### src/rtl/td4_pkg.sv
// td4_pkg: shared definitions for the td4 OUT-port UART transmitter.
//
// Contents:
//   DATA_BITS   - data bits per frame
//   PARITY_BITS - 1 when TD4_TX_PARITY_EN is defined, else 0
//   FRAME_BITS  - start + data + parity + stop
//   tx_state_e  - transmitter FSM states (ST_PARITY only with TD4_TX_PARITY_EN)
//
// Configuration macro: TD4_TX_PARITY_EN (even parity bit between data and stop).
package td4_pkg;

  localparam int DATA_BITS = 8;

`ifdef TD4_TX_PARITY_EN
  localparam int PARITY_BITS = 1;
`else
  localparam int PARITY_BITS = 0;
`endif

  localparam int FRAME_BITS = 1 + DATA_BITS + PARITY_BITS + 1;

  typedef enum logic [2:0] {
    ST_IDLE   = 3'd0,
    ST_START  = 3'd1,
    ST_DATA   = 3'd2,
`ifdef TD4_TX_PARITY_EN
    ST_PARITY = 3'd3,
`endif
    ST_STOP   = 3'd4
  } tx_state_e;

endpackage

### src/rtl/td4_baud_gen.sv
// td4_baud_gen: bit-period timer for the td4 UART transmitter.
//
// Ports:
//   clk_i    - clock, rising edge
//   rst_ni   - asynchronous active-low reset
//   clear_i  - restart the bit period (counter to zero on the next edge)
//   enable_i - count while high; counter holds when low
//   tick_o   - high during the last cycle of each DIV-cycle bit period
module td4_baud_gen #(
  parameter int DIV = 434
) (
  input  logic clk_i,
  input  logic rst_ni,
  input  logic clear_i,
  input  logic enable_i,
  output logic tick_o
);

  localparam int CNT_W = (DIV > 1) ? $clog2(DIV) : 1;
  localparam logic [CNT_W-1:0] LAST = CNT_W'(DIV - 1);

  logic [CNT_W-1:0] cnt_q;
  logic [CNT_W-1:0] cnt_d;

  // tick does not depend on clear_i so the FSM may derive clear from
  // its next state without forming a combinational loop.
  assign tick_o = enable_i && (cnt_q == LAST);

  always_comb begin
    cnt_d = cnt_q;
    if (clear_i) begin
      cnt_d = '0;
    end else if (enable_i) begin
      cnt_d = (cnt_q == LAST) ? '0 : cnt_q + CNT_W'(1);
    end
  end

  always_ff @(posedge clk_i or negedge rst_ni) begin
    if (!rst_ni) begin
      cnt_q <= '0;
    end else begin
      cnt_q <= cnt_d;
    end
  end

endmodule

### src/rtl/td4_out_uart_tx.sv
// td4_out_uart_tx: sends every change of the td4 CPU OUT bus as a UART frame.
//
// Each change of OUT_PORT queues one byte in a small FIFO; the transmitter
// drains the FIFO as back-to-back 8N1 frames (8E1 with TD4_TX_PARITY_EN).
//
// Ports:
//   CLOCK    - single clock, rising edge
//   RESET    - asynchronous active-low reset
//   OUT_PORT - 8-bit CPU output bus, synchronous to CLOCK
//   TXD      - serial output, idle high (registered)
//   BUSY     - FIFO non-empty or frame in progress (registered)
//   OVERFLOW - sticky: a byte was dropped because the FIFO was full
//
// Configuration macro: TD4_TX_PARITY_EN (adds an even-parity bit).
module td4_out_uart_tx
  import td4_pkg::*;
#(
  parameter int CLK_HZ     = 50000000,
  parameter int BAUD       = 115200,
  parameter int FIFO_DEPTH = 4
) (
  input  logic       CLOCK,
  input  logic       RESET,
  input  logic [7:0] OUT_PORT,
  output logic       TXD,
  output logic       BUSY,
  output logic       OVERFLOW
);

  localparam int DIV   = CLK_HZ / BAUD;
  localparam int PTR_W = (FIFO_DEPTH > 1) ? $clog2(FIFO_DEPTH) : 1;
  localparam int CNT_W = $clog2(FIFO_DEPTH + 1);
  localparam logic [CNT_W-1:0] FULL_COUNT = CNT_W'(FIFO_DEPTH);
  localparam logic [2:0]       LAST_BIT   = 3'(DATA_BITS - 1);

  // ---------------------------------------------------------------
  // Change detection: prev_q holds the last sampled bus value; a push
  // is requested one cycle after a sampled value differed from it.
  // ---------------------------------------------------------------
  logic [7:0] prev_q;
  logic       push_q;

  always_ff @(posedge CLOCK or negedge RESET) begin
    if (!RESET) begin
      prev_q <= 8'h00;
      push_q <= 1'b0;
    end else begin
      prev_q <= OUT_PORT;
      push_q <= (OUT_PORT != prev_q);
    end
  end

  // ---------------------------------------------------------------
  // Byte FIFO: wrapping pointers plus a separate occupancy count.
  // ---------------------------------------------------------------
  logic [7:0]       mem_q [FIFO_DEPTH];
  logic [PTR_W-1:0] wr_ptr_q;
  logic [PTR_W-1:0] rd_ptr_q;
  logic [CNT_W-1:0] count_q;
  logic             fifo_full;
  logic             fifo_empty;
  logic             push_ok;
  logic             pop;
  logic [7:0]       head_data;
  logic             overflow_q;

  assign fifo_full  = (count_q == FULL_COUNT);
  assign fifo_empty = (count_q == '0);
  // A full FIFO still accepts a push when the head leaves in the same cycle.
  assign push_ok    = push_q && (!fifo_full || pop);
  assign head_data  = mem_q[rd_ptr_q];

  // prev_q still holds the changed value during the push cycle.
  always_ff @(posedge CLOCK) begin
    if (push_ok) begin
      mem_q[wr_ptr_q] <= prev_q;
    end
  end

  always_ff @(posedge CLOCK or negedge RESET) begin
    if (!RESET) begin
      wr_ptr_q   <= '0;
      rd_ptr_q   <= '0;
      count_q    <= '0;
      overflow_q <= 1'b0;
    end else begin
      if (push_ok) begin
        wr_ptr_q <= wr_ptr_q + PTR_W'(1);
      end
      if (pop) begin
        rd_ptr_q <= rd_ptr_q + PTR_W'(1);
      end
      case ({push_ok, pop})
        2'b10:   count_q <= count_q + CNT_W'(1);
        2'b01:   count_q <= count_q - CNT_W'(1);
        default: count_q <= count_q;
      endcase
      if (push_q && fifo_full && !pop) begin
        overflow_q <= 1'b1;
      end
    end
  end

  // ---------------------------------------------------------------
  // Bit timing
  // ---------------------------------------------------------------
  tx_state_e state_q;
  tx_state_e state_d;
  logic      tick;
  logic      baud_clear;
  logic      baud_enable;

  assign baud_enable = (state_q != ST_IDLE);
  assign baud_clear  = (state_d != state_q);

  td4_baud_gen #(
    .DIV (DIV)
  ) u_baud_gen (
    .clk_i    (CLOCK),
    .rst_ni   (RESET),
    .clear_i  (baud_clear),
    .enable_i (baud_enable),
    .tick_o   (tick)
  );

  // ---------------------------------------------------------------
  // TX FSM: state register
  // ---------------------------------------------------------------
  logic [7:0] data_q;
  logic [2:0] bit_idx_q;

  always_ff @(posedge CLOCK or negedge RESET) begin
    if (!RESET) begin
      state_q <= ST_IDLE;
    end else begin
      state_q <= state_d;
    end
  end

  // TX FSM: next state
  always_comb begin
    state_d = state_q;
    case (state_q)
      ST_IDLE: begin
        if (!fifo_empty) state_d = ST_START;
      end
      ST_START: begin
        if (tick) state_d = ST_DATA;
      end
      ST_DATA: begin
        if (tick && (bit_idx_q == LAST_BIT)) begin
`ifdef TD4_TX_PARITY_EN
          state_d = ST_PARITY;
`else
          state_d = ST_STOP;
`endif
        end
      end
`ifdef TD4_TX_PARITY_EN
      ST_PARITY: begin
        if (tick) state_d = ST_STOP;
      end
`endif
      ST_STOP: begin
        // Chain straight into the next start bit when more bytes wait.
        if (tick) state_d = fifo_empty ? ST_IDLE : ST_START;
      end
      default: state_d = ST_IDLE;
    endcase
  end

  // TX FSM: outputs
  logic txd_d;
  logic busy_d;

  always_comb begin
    pop    = 1'b0;
    txd_d  = 1'b1;
    busy_d = !fifo_empty || (state_q != ST_IDLE);
    case (state_q)
      ST_IDLE:   pop = !fifo_empty;
      ST_START:  txd_d = 1'b0;
      ST_DATA:   txd_d = data_q[bit_idx_q];
`ifdef TD4_TX_PARITY_EN
      ST_PARITY: txd_d = ^data_q;
`endif
      ST_STOP: begin
        txd_d = 1'b1;
        pop   = tick && !fifo_empty;
      end
      default: txd_d = 1'b1;
    endcase
  end

  // Frame datapath: the byte is captured on pop and never touched until
  // the next pop, so later bus changes only queue.
  always_ff @(posedge CLOCK or negedge RESET) begin
    if (!RESET) begin
      data_q    <= 8'h00;
      bit_idx_q <= 3'd0;
    end else begin
      if (pop) begin
        data_q    <= head_data;
        bit_idx_q <= 3'd0;
      end else if ((state_q == ST_DATA) && tick) begin
        bit_idx_q <= bit_idx_q + 3'd1;
      end
    end
  end

  // Registered outputs; TXD follows the state one cycle later.
  logic txd_q;
  logic busy_q;

  always_ff @(posedge CLOCK or negedge RESET) begin
    if (!RESET) begin
      txd_q  <= 1'b1;
      busy_q <= 1'b0;
    end else begin
      txd_q  <= txd_d;
      busy_q <= busy_d;
    end
  end

  assign TXD      = txd_q;
  assign BUSY     = busy_q;
  assign OVERFLOW = overflow_q;

endmodule

### config.mk
export PLATFORM = sky130hd
export DESIGN_NAME = td4_out_uart_tx
export DESIGN_NICKNAME = d
export VERILOG_FILES = /design/src/rtl/td4_pkg.sv /design/src/rtl/td4_baud_gen.sv /design/src/rtl/td4_out_uart_tx.sv
export SDC_FILE = /design/constraint.sdc
export NUM_CORES = 1
export LEC_CHECK = 0
export ABC_AREA = 0
export CAP_MARGIN = 40
export CORE_ASPECT_RATIO = 0.5
export CORE_MARGIN = 1.5
export CORE_UTILIZATION = 55
export CTS_CLUSTER_DIAMETER = 200
export DETAILED_ROUTE_END_ITERATION = 10
export PLACE_DENSITY = 0.73
export SYNTH_ARGS = -nofsm -noshare
export SYNTH_HDL_FRONTEND = slang
export SYNTH_SLANG_ARGS = --single-unit
### constraint.sdc
create_clock -name CLOCK -period 3.1 [get_ports CLOCK]
set_clock_uncertainty 0.1 [all_clocks]
set_input_delay 0.465 -clock CLOCK [delete_from_list [all_inputs] [get_ports CLOCK]]
set_output_delay 0.465 -clock CLOCK [all_outputs]
set_load 0.005 [all_outputs]
# --- Yosys cells after proc, flatten, opt, wreduce, memory -nomap -nowiden ---
# Memories as Yosys holds them, arrays and structs flattened. A register that Yosys moved wholly into a read port is not among the register bits.
# Index checks and enable logic that the tools add are counted.
word_totals:
  ff_bits: 34
  latch_bits: 0
  ramBits: 32
  rom_bits: 0
  in_bits: 10
  out_inout_bits: 3
  wordCells: 66
  mem_count: 1
op_classes:
  n_addsub: 6
  mul: 0
  div: 0
  order_cmp: 1
  eq_ne: 10
  shift: 0
  muxes: 18
  n_bitwise: 0
  reduce_logical: 19
mem_list:
  columns: ["name", "words", "width", "rd", "rd_ports_with_merged_regs", "write_ports", "line", "source"]
  rows:
  - ["mem_q", 4, 8, 1, 1, 1, "td4_out_uart_tx.sv:56", "logic [7:0] mem_q [FIFO_DEPTH];"]
ops:
  columns: ["cell", "n"]
  rows:
  - ["9-bit 2-to-1 mux", 3]
  - ["3-bit 2-to-1 mux", 6]
  - ["3-bit one-hot mux with 4 select lines", 1]
  - ["9-bit by 1-bit adder with 9-bit output, second input constant", 1]
  - ["3-bit equality test, second input constant", 3]
  - ["9-bit equality test, second input constant", 1]
  - ["8-bit inequality test", 1]
  - ["1-bit logical AND", 7]
  - ["3-bit by 1-bit adder with 3-bit output, second input constant", 2]
  - ["3-bit logical NOT", 2]
  - ["3-bit one-hot mux with 2 select lines", 1]
  - ["2-bit nonzero test", 3]
  - ["2-bit by 1-bit adder with 2-bit output, second input constant", 2]
  - ["1-bit logical NOT", 4]
  - ["3-bit by 4-bit < comparator with 1-bit output, second input constant", 1]
  - ["1-bit 2-to-1 mux", 4]
  - ["1-bit one-hot mux with 2 select lines", 2]
  - ["1-bit binary-select mux with 3-bit select", 1]
  - ["3-bit by 1-bit equality test with 1-bit output, second input constant", 1]
  - ["3-bit by 2-bit equality test with 1-bit output, second input constant", 1]
  - ["3-bit inequality test", 1]
  - ["3-bit nonzero test", 1]
  - ["3-bit by 1-bit subtractor with 3-bit output, second input constant", 1]
  - ["2-bit by 1-bit equality test with 1-bit output, second input constant", 1]
  - ["2 further kinds", 3]

# --- Depth between registers and ports, before layout ---
# Gate-level depths: netlist of the first run.
depth:
  word_depth: 8
  ltp_mapped: 13
  ltp_nobuf: 12

# --- By module ---
# From an unflattened synthesis of the first run, not the netlist that was laid out.
hier_totals:
  hier_cells: 238
  area_unflattened_um2: 3377.0
modules_own_cells:
  columns: ["mod", "instances", "cells_each", "area_per_inst_um2", "seq_area_each_um2"]
  rows:
  - ["td4_out_uart_tx", 1, 186, 2844.0, 1788.0]
  - ["td4_baud_gen", 1, 52, 533.0, 225.2]

# --- Worst setup path after synthesis of the first run ---
# No wires, ideal clock.
synth_path:
  path_kind: "register -> register"
  startpoint: "reg u_baud_gen.cnt_q[1]"
  endpoint: "reg count_q[2]"
  setup_time_ns: 0.080
  arrival_ns: 2.348
  required_ns: 2.920
  setup_slack_ns: 0.572
  stages_incl_launch_ff: 14
  path_buffers: 2
  synth_period_minus_slack_ns: 2.528
  cell_sequence: "dfrtp_1 -> inv_1 -> ha_1 -> and4b_1 -> buf_4 -> a21oi_4 -> nor4_4 -> buf_6 -> ha_1 -> inv_1 -> fa_1 -> xor2_1 -> nor2_1 -> xnor2_1"
synth_via:
  elab_chain_cells: 8
  elab_cells_between_ends: 10
  classes_between: "eq/ne (3); mux (2); reduce/logical (5)"
synth_lines:
  columns: ["item", "line", "source"]
  rows:
  - ["start: declaration", "td4_baud_gen.sv:22", "logic [CNT_W-1:0] cnt_q;"]
  - ["start signal: assignment", "td4_baud_gen.sv:42", "cnt_q <= cnt_d;"]
  - ["9-bit equality test (*)", "td4_baud_gen.sv:27", "assign tick_o = enable_i && (cnt_q == LAST);"]
  - ["1-bit logical AND (*)", "td4_baud_gen.sv:27", null]
  - ["1-bit logical AND (*)", "td4_out_uart_tx.sv:189", "pop = tick && !fifo_empty;"]
  - ["1-bit one-hot mux with 2 select lines (*)", "td4_out_uart_tx.sv:180", "case (state_q)"]
  - ["via pop", "td4_out_uart_tx.sv:63", "logic pop;"]
  - ["1-bit logical OR", "td4_out_uart_tx.sv:70", "assign push_ok = push_q && (!fifo_full || pop);"]
  - ["1-bit logical AND", "td4_out_uart_tx.sv:70", null]
  - ["2-bit by 1-bit equality test with 1-bit output / 2-bit equality test (equally long branches)", "td4_out_uart_tx.sv:93", "case ({push_ok, pop})"]
  - ["3-bit one-hot mux with 2 select lines / 2-bit nonzero test (equally long branches)", null, null]
  - ["end signal: assignment", "td4_out_uart_tx.sv:94", "2'b10: count_q <= count_q + CNT_W'(1);"]
  - ["end signal: assignment", "td4_out_uart_tx.sv:95", "2'b01: count_q <= count_q - CNT_W'(1);"]
  - ["end signal: assignment", "td4_out_uart_tx.sv:96", "default: count_q <= count_q;"]
  - ["end: declaration", "td4_out_uart_tx.sv:59", "logic [CNT_W-1:0] count_q;"]
# The timed path passes the listed nets; every way through them passes the cells marked *.
# A chain may end at the register's enable or synchronous reset.

# --- Final worst setup path of the first run ---
layout_path:
  startpoint: "reg u_baud_gen.cnt_q[1]"
  endpoint: "reg count_q[2]"
layout_via:
  elab_chain_cells: 8
  elab_cells_between_ends: 10
  classes_between: "eq/ne (3); mux (2); reduce/logical (5)"
layout_lines:
  columns: ["item", "line"]
  rows:
  - ["9-bit equality test (*)", "td4_baud_gen.sv:27"]
  - ["1-bit logical AND (*)", "td4_baud_gen.sv:27"]
  - ["1-bit logical AND (*)", "td4_out_uart_tx.sv:189"]
  - ["1-bit one-hot mux with 2 select lines (*)", "td4_out_uart_tx.sv:180"]
  - ["1-bit logical OR", "td4_out_uart_tx.sv:70"]
  - ["1-bit logical AND", "td4_out_uart_tx.sv:70"]
  - ["2-bit by 1-bit equality test with 1-bit output / 2-bit equality test (equally long branches)", "td4_out_uart_tx.sv:93"]
  - ["3-bit one-hot mux with 2 select lines / 2-bit nonzero test (equally long branches)", null]
# Every way passes the cells marked *; elsewhere a longest branch is shown, timed or not.

==> metrics.md, run 1 <==
| Metric | Value |
|---|---|
| Cell Pwr Density | `925 nW/um^2` |
| Setup crit end kind | `flip-flop` |
| Max-Cap Viols | `0` |
| Root buf cell | `clkbuf_16` |
| TritonCTS Sinks | `74` |
| Post-synthesis instance total | `219` |
| Die Y-Extent | `57.4 microns` |
| Maximum clock frequency | `368 MHz` |
| CP max FO | `8` |
| Ant diodes | `0` |
| RSZ-0062 raised after global routing | `no` |
| Register area | `2010 sq um` |
| Fin Hold WS | `0.387 ns` |
| Hold Violations, Final | `0` |
| Crit path DAT | `2.84 ns` |
| CTS Buf Count | `9` |
| Clock latency on the worst-skew pair | `0.34 ns` |
| Via count | `1817` |
| Cells along the critical path | `inv_1, ha_1, and4b_1, nand2_2, a41oi_2, inv_1, ha_1, inv_1, fa_1, xor2_1, nor2_1, xnor2_1` |
| Top FF cell, synth | `dfrtp_1` |
| GPL Wtd Cong | `0.801` |
| Number of remaining DRC errors | `0` |
| Synth Register Bits | `74` |
| CP most frequent cell | `inv_1` |
| WS Path Type | `reg2reg` |
| Clk pin slew, worst setup/hold paths | `0.06 ns` |
| Relative slew slack | `58.0%` |
| Hold/Removal Path Class | `reg2reg` |
| Multi-input gate area | `1160 sq um` |
| Number of nets in the layout | `258` |
| Dpl cells | `299` |
| Final setup TNS | `0 ns` |
| Initial antenna violation count | `0` |
| Fill count | `389` |
| Area Growth Syn to Fin | `15.2%` |
| GRT Total Usage | `20.4%` |
| Port Buffers | `12` |
| Max VDD drop | `0.000645 V` |
| Share of layout cells above drive strength 1 | `17.3%` |
| Full die area | `6430 sq um` |
| Lkg Pwr | `1.50 nW` |
| Core Box Area | `5590 sq um` |
| Antenna viol nets, final | `0` |
| Core Rows | `19` |
| Crit start category | `flip-flop` |
| Htree depth | `3` |
| Critical path's largest stage delay | `0.44 ns` |
| Vias in the first global route | `1830` |
| Routed wire length | `5.55 mm` |
| Slowest CP cell | `dfrtp_1` |
| I/O Pins | `13` |
| Final setup vio count | `0` |
| Syn Area/Cell | `14.9 sq um` |
| Initial Util | `58.3%` |
| Slew Limit Fails | `0` |
| Post-synth EDFFs | `32` |
| Die width | `112 microns` |
| First-pass GRT wire length | `9.25 mm` |
| Async S/R FF share, synth | `56.8%` |
| Worst Tran Pin Value | `0.629 ns` |
| Initial drt markers | `35` |
| Synth Warn # | `0` |
| Tmin final | `2.72 ns` |
| Final Cycle Share | `87.6%` |
| CTS tree | `done` |
| Clock Tree Buf Depth | `2` |
| Hpwl dp | `3.77 mm` |
| Net Count, Synth | `239` |
| Largest net degree at the start of global routing | `28` |
| Via density | `5.75` |
| Post-Layout Cell Count | `316` |
| Post-Syn Area | `3260 sq um` |
| Sequential element share of the synthesized area | `61.8%` |
| Yosys cell types | `50` |
| DR pass1 iterations | `4` |
| WL per Instance | `17.6 microns` |
| Status | `complete, no violations` |
| Worst Path Required | `3.23 ns` |
| Global-route congestion overflow total | `0` |
[synthesized netlist by cell type (2+ instances only)]
master	number	area, sq um
a21oi_1	3	15.0
and2_1	5	31.3
buf_4	3	22.5
dfrtp_1	41	1030
edfxtp_1	32	961
ha_1	9	113
inv_1	10	37.5
mux2_1	5	56.3
mux2_2	4	45.0
mux2i_1	4	40.0
mux4_2	10	225
nand2_1	6	22.5
nand3_1	3	15.0
nand4_1	5	31.3
nor2_1	19	71.3
nor3_1	3	15.0
nor4_1	2	12.5
or3_1	2	12.5
or3b_2	2	17.5
xnor2_1	3	26.3
xor2_1	19	166
[power by group]
| part | leakage [nW] | internal [W] | switching (W) |
|---|---|---|---|
| clock | 0.147 | 0.000625 | 0.000390 |
| sequential | 0.794 | 0.00138 | 0.000254 |
| combinational | 0.555 | 0.000416 | 0.000411 |
| total | 1.50 | 0.00242 | 0.00106 |
[timing repair]
item / CTS / global route
hold endpoints to repair: 14 / 0
setup buffers: 0 / 0
gates resized for setup: 0 / 0
hold buffers: 1 / 0
[cells by family (layout without fill, tap and decap cells)]
kind of cell	count (synthesis)	in the layout	share of synthesized area (%)
multiplexers	23	23	11.2
AND/OR/NAND/NOR	55	55	9.52
XOR/XNOR	22	22	5.91
adder cells (fa/ha/maj)	10	10	4.07
buffers and inverters	18	42	2.73
flip-flops	74	74	61.8
AO/OA/AOI/OAI	17	17	4.76
[per-stage QoR]
stage / setup WS (ns) / power (W) / utilization (%) / area [sq um]
2_1_floorplan: 0.572 / 0.00222 / - / 3260
3_3_place_gp: 0.521 / 0.00242 / 61.4 / 3430
3_5_place_dp: 0.399 / 0.00248 / 61.7 / 3450
4_1_cts: 0.374 / 0.00350 / 67.2 / 3750
5_1_grt: 0.164 / 0.00367 / 67.2 / 3750
6_report: 0.384 / 0.00347 / 67.2 / 3750
[final timing paths]
| kind | slack [ns] | from | to | cells past startpoint |
|---|---|---|---|---|
| min in group asynchronous | 0.49 | RESET | u_baud_gen.cnt_q[5] | 2 |
| min reg2reg | 0.39 | data_q[4] | data_q[4] | 1 |
| max reg2reg | 0.38 | u_baud_gen.cnt_q[1] | count_q[2] | 12 |
| min | 0.39 | data_q[4] | data_q[4] | 1 |
| max in group asynchronous | 1.94 | RESET | prev_q[0] | 3 |
| max | 0.38 | u_baud_gen.cnt_q[1] | count_q[2] | 12 |
[final cells by class]
| class | instances | share of cell area (%) |
|---|---|---|
| Clock buffer | 10 | 6.10 |
| Multi-Input combinational cell | 127 | 30.8 |
| Timing Repair Buffer | 16 | 4.27 |
| Clock inverter | 6 | 1.77 |
| Inverter | 10 | 1.00 |
| Tap cell | 73 | 2.43 |
| Sequential cell | 74 | 53.6 |
[registers in the layout, summed over array words and instances (netlist names)]
register	count
push_q	1
OVERFLOW	1
mem_q	32
data_q	8
u_baud_gen.cnt_q	9
state_q	3
prev_q	8
BUSY	1
count_q	3
rd_ptr_q	2
bit_idx_q	3
wr_ptr_q	2
TXD	1
[layer usage]
metal	routed length [microns]	vias to the layer above	global-route usage, %	share of wire (%)
met4	116	0	9.76	2.1
met1	2550	925	25.1	46
met5	0	-	0	0
li1	-	851	-	-
met3	255	10	8.29	4.6
met2	2620	31	32.1	47
[placed cells by master (no fill, tap or decap), types with 2 or more instances in the layout]
| master | instances |
|---|---|
| a21oi_1 | 3 |
| and2_1 | 5 |
| buf_4 | 2 |
| clkbuf_16 | 9 |
| clkdlybuf4s50_1 | 11 |
| clkinv_2 | 2 |
| clkinv_4 | 2 |
| dfrtp_1 | 41 |
| edfxtp_1 | 32 |
| ha_1 | 9 |
| inv_1 | 10 |
| mux2_1 | 5 |
| mux2_2 | 4 |
| mux2i_1 | 4 |
| mux4_2 | 10 |
| nand2_1 | 6 |
| nand3_1 | 3 |
| nand4_1 | 5 |
| nor2_1 | 19 |
| nor3_1 | 3 |
| nor4_1 | 2 |
| or3_1 | 2 |
| or3b_2 | 2 |
| xnor2_1 | 3 |
| xor2_1 | 19 |
[worst max-delay path, delay by kind of cell (launching register included)]
kind	cells	cell delay, ns
simple gates	3	0.65
buf+inv	3	0.24
fa+ha+maj	3	0.54
flops	1	0.44
xor+xnor	2	0.25
compound gates	1	0.37
Power figures use the tool's default switching activity.
==> run 2, diff against run 1 <==
Settings changed: CAP_MARGIN 40 to 30.
==> run 2 against run 1 <==
Net effect:
- global-route usage decreased by 0.058 points
- via count grew 0.66%
- register-to-register slack about the same
- non-clock buffer count is the same
- final area grew 0.30%
- first-iteration DRC count rose by 43%
- hold slack got worse by 0.0060 ns
- power increased by 0.77%
- fmax is 0.17% higher
- wire length is 0.34% higher
- core utilization rose by 0.20 points
- largest cell class unchanged
==> metrics.md, run 2 (synthesized netlist as in run 1, its figures left out) <==
| Metric | Value |
|---|---|
| Number of remaining DRC errors | `0 (unchanged)` |
| Final setup TNS | `0 ns (unchanged)` |
| R2R Path Start | `u_baud_gen.cnt_q[1] (unchanged)` |
| TritonCTS Sinks | `74 (unchanged)` |
| Routed wire length | `5.57 mm (was 5.55 mm)` |
| CTS Buf Count | `9 (unchanged)` |
| WS Path Type | `reg2reg (unchanged)` |
| Initial antenna violation count | `0 (unchanged)` |
| WL per Instance | `17.6 microns (about the same)` |
| Tmin final | `2.71 ns (was 2.72 ns)` |
| Relative slew slack | `58.9% (was 58.0%)` |
| Htree depth | `3 (unchanged)` |
| Hold/Removal Path Class | `reg2reg (unchanged)` |
| Lkg Pwr | `1.50 nW (about the same)` |
| Final Cycle Share | `87.5% (was 87.6%)` |
| RSZ-0062 raised after global routing | `no (unchanged)` |
| Hold depth | `1 (unchanged)` |
| Max reg flops | `32 (unchanged)` |
| Global-route congestion overflow total | `0 (unchanged)` |
| Via count | `1829 (was 1817)` |
| Slew Limit Fails | `0 (unchanged)` |
| CTS tree | `done (unchanged)` |
| Status | `complete, no violations (unchanged)` |
| Final setup vio count | `0 (unchanged)` |
| Vias in the first global route | `1819 (was 1830)` |
| Dpl cells | `298 (was 299)` |
| Cts hold-fix bufs | `0 (was 1)` |
| Max VDD drop | `0.000591 V (was 0.000645 V)` |
| Post-CTS sizing | `0 (unchanged)` |
| Max-Cap Viols | `0 (unchanged)` |
| Cell Pwr Density | `930 nW/um^2 (was 925 nW/um^2)` |
| Initial Util | `58.3% (unchanged)` |
| Share of layout cells above drive strength 1 | `16.9% (was 17.3%)` |
| Setup crit end kind | `flip-flop (unchanged)` |
| Largest net degree at the start of global routing | `43 (was 28)` |
| HP Start | `data_q[7] (was data_q[4])` |
| Core Box Area | `5590 sq um (unchanged)` |
| GRT Total Usage | `20.3% (was 20.4%)` |
| Register-to-register setup slack | `0.39 ns (was 0.38 ns)` |
| Ant diodes | `0 (unchanged)` |
| Hold Violations, Final | `0 (unchanged)` |
| Reg-to-reg critical path endpoint | `count_q[2] (unchanged)` |
| CP max FO | `8 (unchanged)` |
| Core Rows | `19 (unchanged)` |
| Initial drt markers | `50 (was 35)` |
| Port Buffers | `12 (unchanged)` |
| Largest reg by FF count | `mem_q (unchanged)` |
| Clk pin slew, worst setup/hold paths | `0.06 ns (about the same)` |
| I/O Pins | `13 (unchanged)` |
| Reg2Reg Depth | `12 (unchanged)` |
| Worst Path Required | `3.22 ns (was 3.23 ns)` |
| Root buf cell | `clkbuf_16 (unchanged)` |
| Hpwl dp | `3.68 mm (was 3.77 mm)` |
| Full die area | `6430 sq um (unchanged)` |
| Antenna viol nets, final | `0 (unchanged)` |
| Die Y-Extent | `57.4 microns (unchanged)` |
| Maximum clock frequency | `369 MHz (was 368 MHz)` |
| Clock latency on the worst-skew pair | `0.33 ns (was 0.34 ns)` |
| Most frequent cells in the layout | `dfrtp_1, edfxtp_1, nor2_1, xor2_1, clkdlybuf4s50_1 (unchanged)` |
| DR pass1 iterations | `4 (unchanged)` |
| Post-Layout Cell Count | `316 (unchanged)` |
| Die width | `112 microns (unchanged)` |
| Worst Tran Pin Value | `0.617 ns (was 0.629 ns)` |
| Commonest non-fill, non-tap cell in the layout | `dfrtp_1 (unchanged)` |
| Area Growth Syn to Fin | `15.5% (was 15.2%)` |
| Top Registers | `mem_q: 32 flops, u_baud_gen.cnt_q: 9 flops (unchanged)` |
| Total power | `0.00350 W (was 0.00347 W)` |
| Hold Crit Endpoint | `data_q[7] (was data_q[4])` |
| Number of nets in the layout | `258 (unchanged)` |
| Util after Layout | `67.4% (was 67.2%)` |
| GPL Wtd Cong | `0.801 (unchanged)` |
| Crit path DAT | `2.83 ns (was 2.84 ns)` |
| Clock Tree Buf Depth | `2 (unchanged)` |
| Via density | `5.79 (was 5.75)` |
| Post-CTS Setup Bufs | `0 (unchanged)` |
| First-pass GRT wire length | `9.26 mm (was 9.25 mm)` |
| Crit start category | `flip-flop (unchanged)` |
==> run 2: cell count changes in the layout (fill, tap and decap cells not counted), sizes merged <==
cell	before	now
clkinv	4	1
clkbuf	10	12
clkinvlp	0	1
==> run 2: area by class of cell <==
type / count / area (sq um)
flip-flops and latches: 74 / 2010
inverters: 10 / 37.5
multi-input cells: 127 / 1160
fillers: 396 / 1820
clock inverters: 4 / 50.0
repair buffers: 16 / 160
clock buffers: 12 / 256
well taps: 73 / 91.3
==> run 2: stage by stage <==
| step | worst slack, ns | cell area [sq um] | hold slack [ns] |
|---|---|---|---|
| 2_1_floorplan | 0.572 | 3260 | 0.0694 |
| 3_3_place_gp | 0.521 | 3430 | 0.368 |
| 3_5_place_dp | 0.394 | 3430 | 0.375 |
| 4_1_cts | 0.372 | 3740 | 0.207 |
| 5_1_grt | 0.173 | 3770 | 0.391 |
| 6_report | 0.388 | 3770 | 0.381 |
==> run 2: where the power goes <==
| group | internal [W] | switching (W) |
|---|---|---|
| logic | 0.000417 | 0.000410 |
| registers | 0.00138 | 0.000252 |
| clock network | 0.000667 | 0.000378 |
| total | 0.00246 | 0.00104 |
==> run 2: worst max path at each step <==
stage                              from         end  cells past startpoint
global placement    u_baud_gen.cnt_q[1]  count_q[2]                     12
finish              u_baud_gen.cnt_q[1]  count_q[2]                     12
global route        u_baud_gen.cnt_q[1]  count_q[2]                     12
CTS                 u_baud_gen.cnt_q[1]  count_q[2]                     12
detailed placement  u_baud_gen.cnt_q[1]  count_q[2]                     12
floorplan           u_baud_gen.cnt_q[1]  count_q[2]                     13
==> run 2: routing by layer <==
metal / global-route usage (%) / share of wire [%]
met1: 24.6 / 46
met2: 32.7 / 49
met3: 8.61 / 4.3
met4: 8.68 / 1.1
met5: 0 / 0
==> run 2: worst max-delay path: stages, from the launching register on <==
cell and delay [ns]:
dfrtp_1 0.44, inv_1 0.09, ha_1 0.14, and4b_1 0.43
nand2_2 0.15, a41oi_2 0.36, inv_1 0.09, ha_1 0.24
inv_1 0.07, fa_1 0.17, xor2_1 0.14, nor2_1 0.06
xnor2_1 0.11
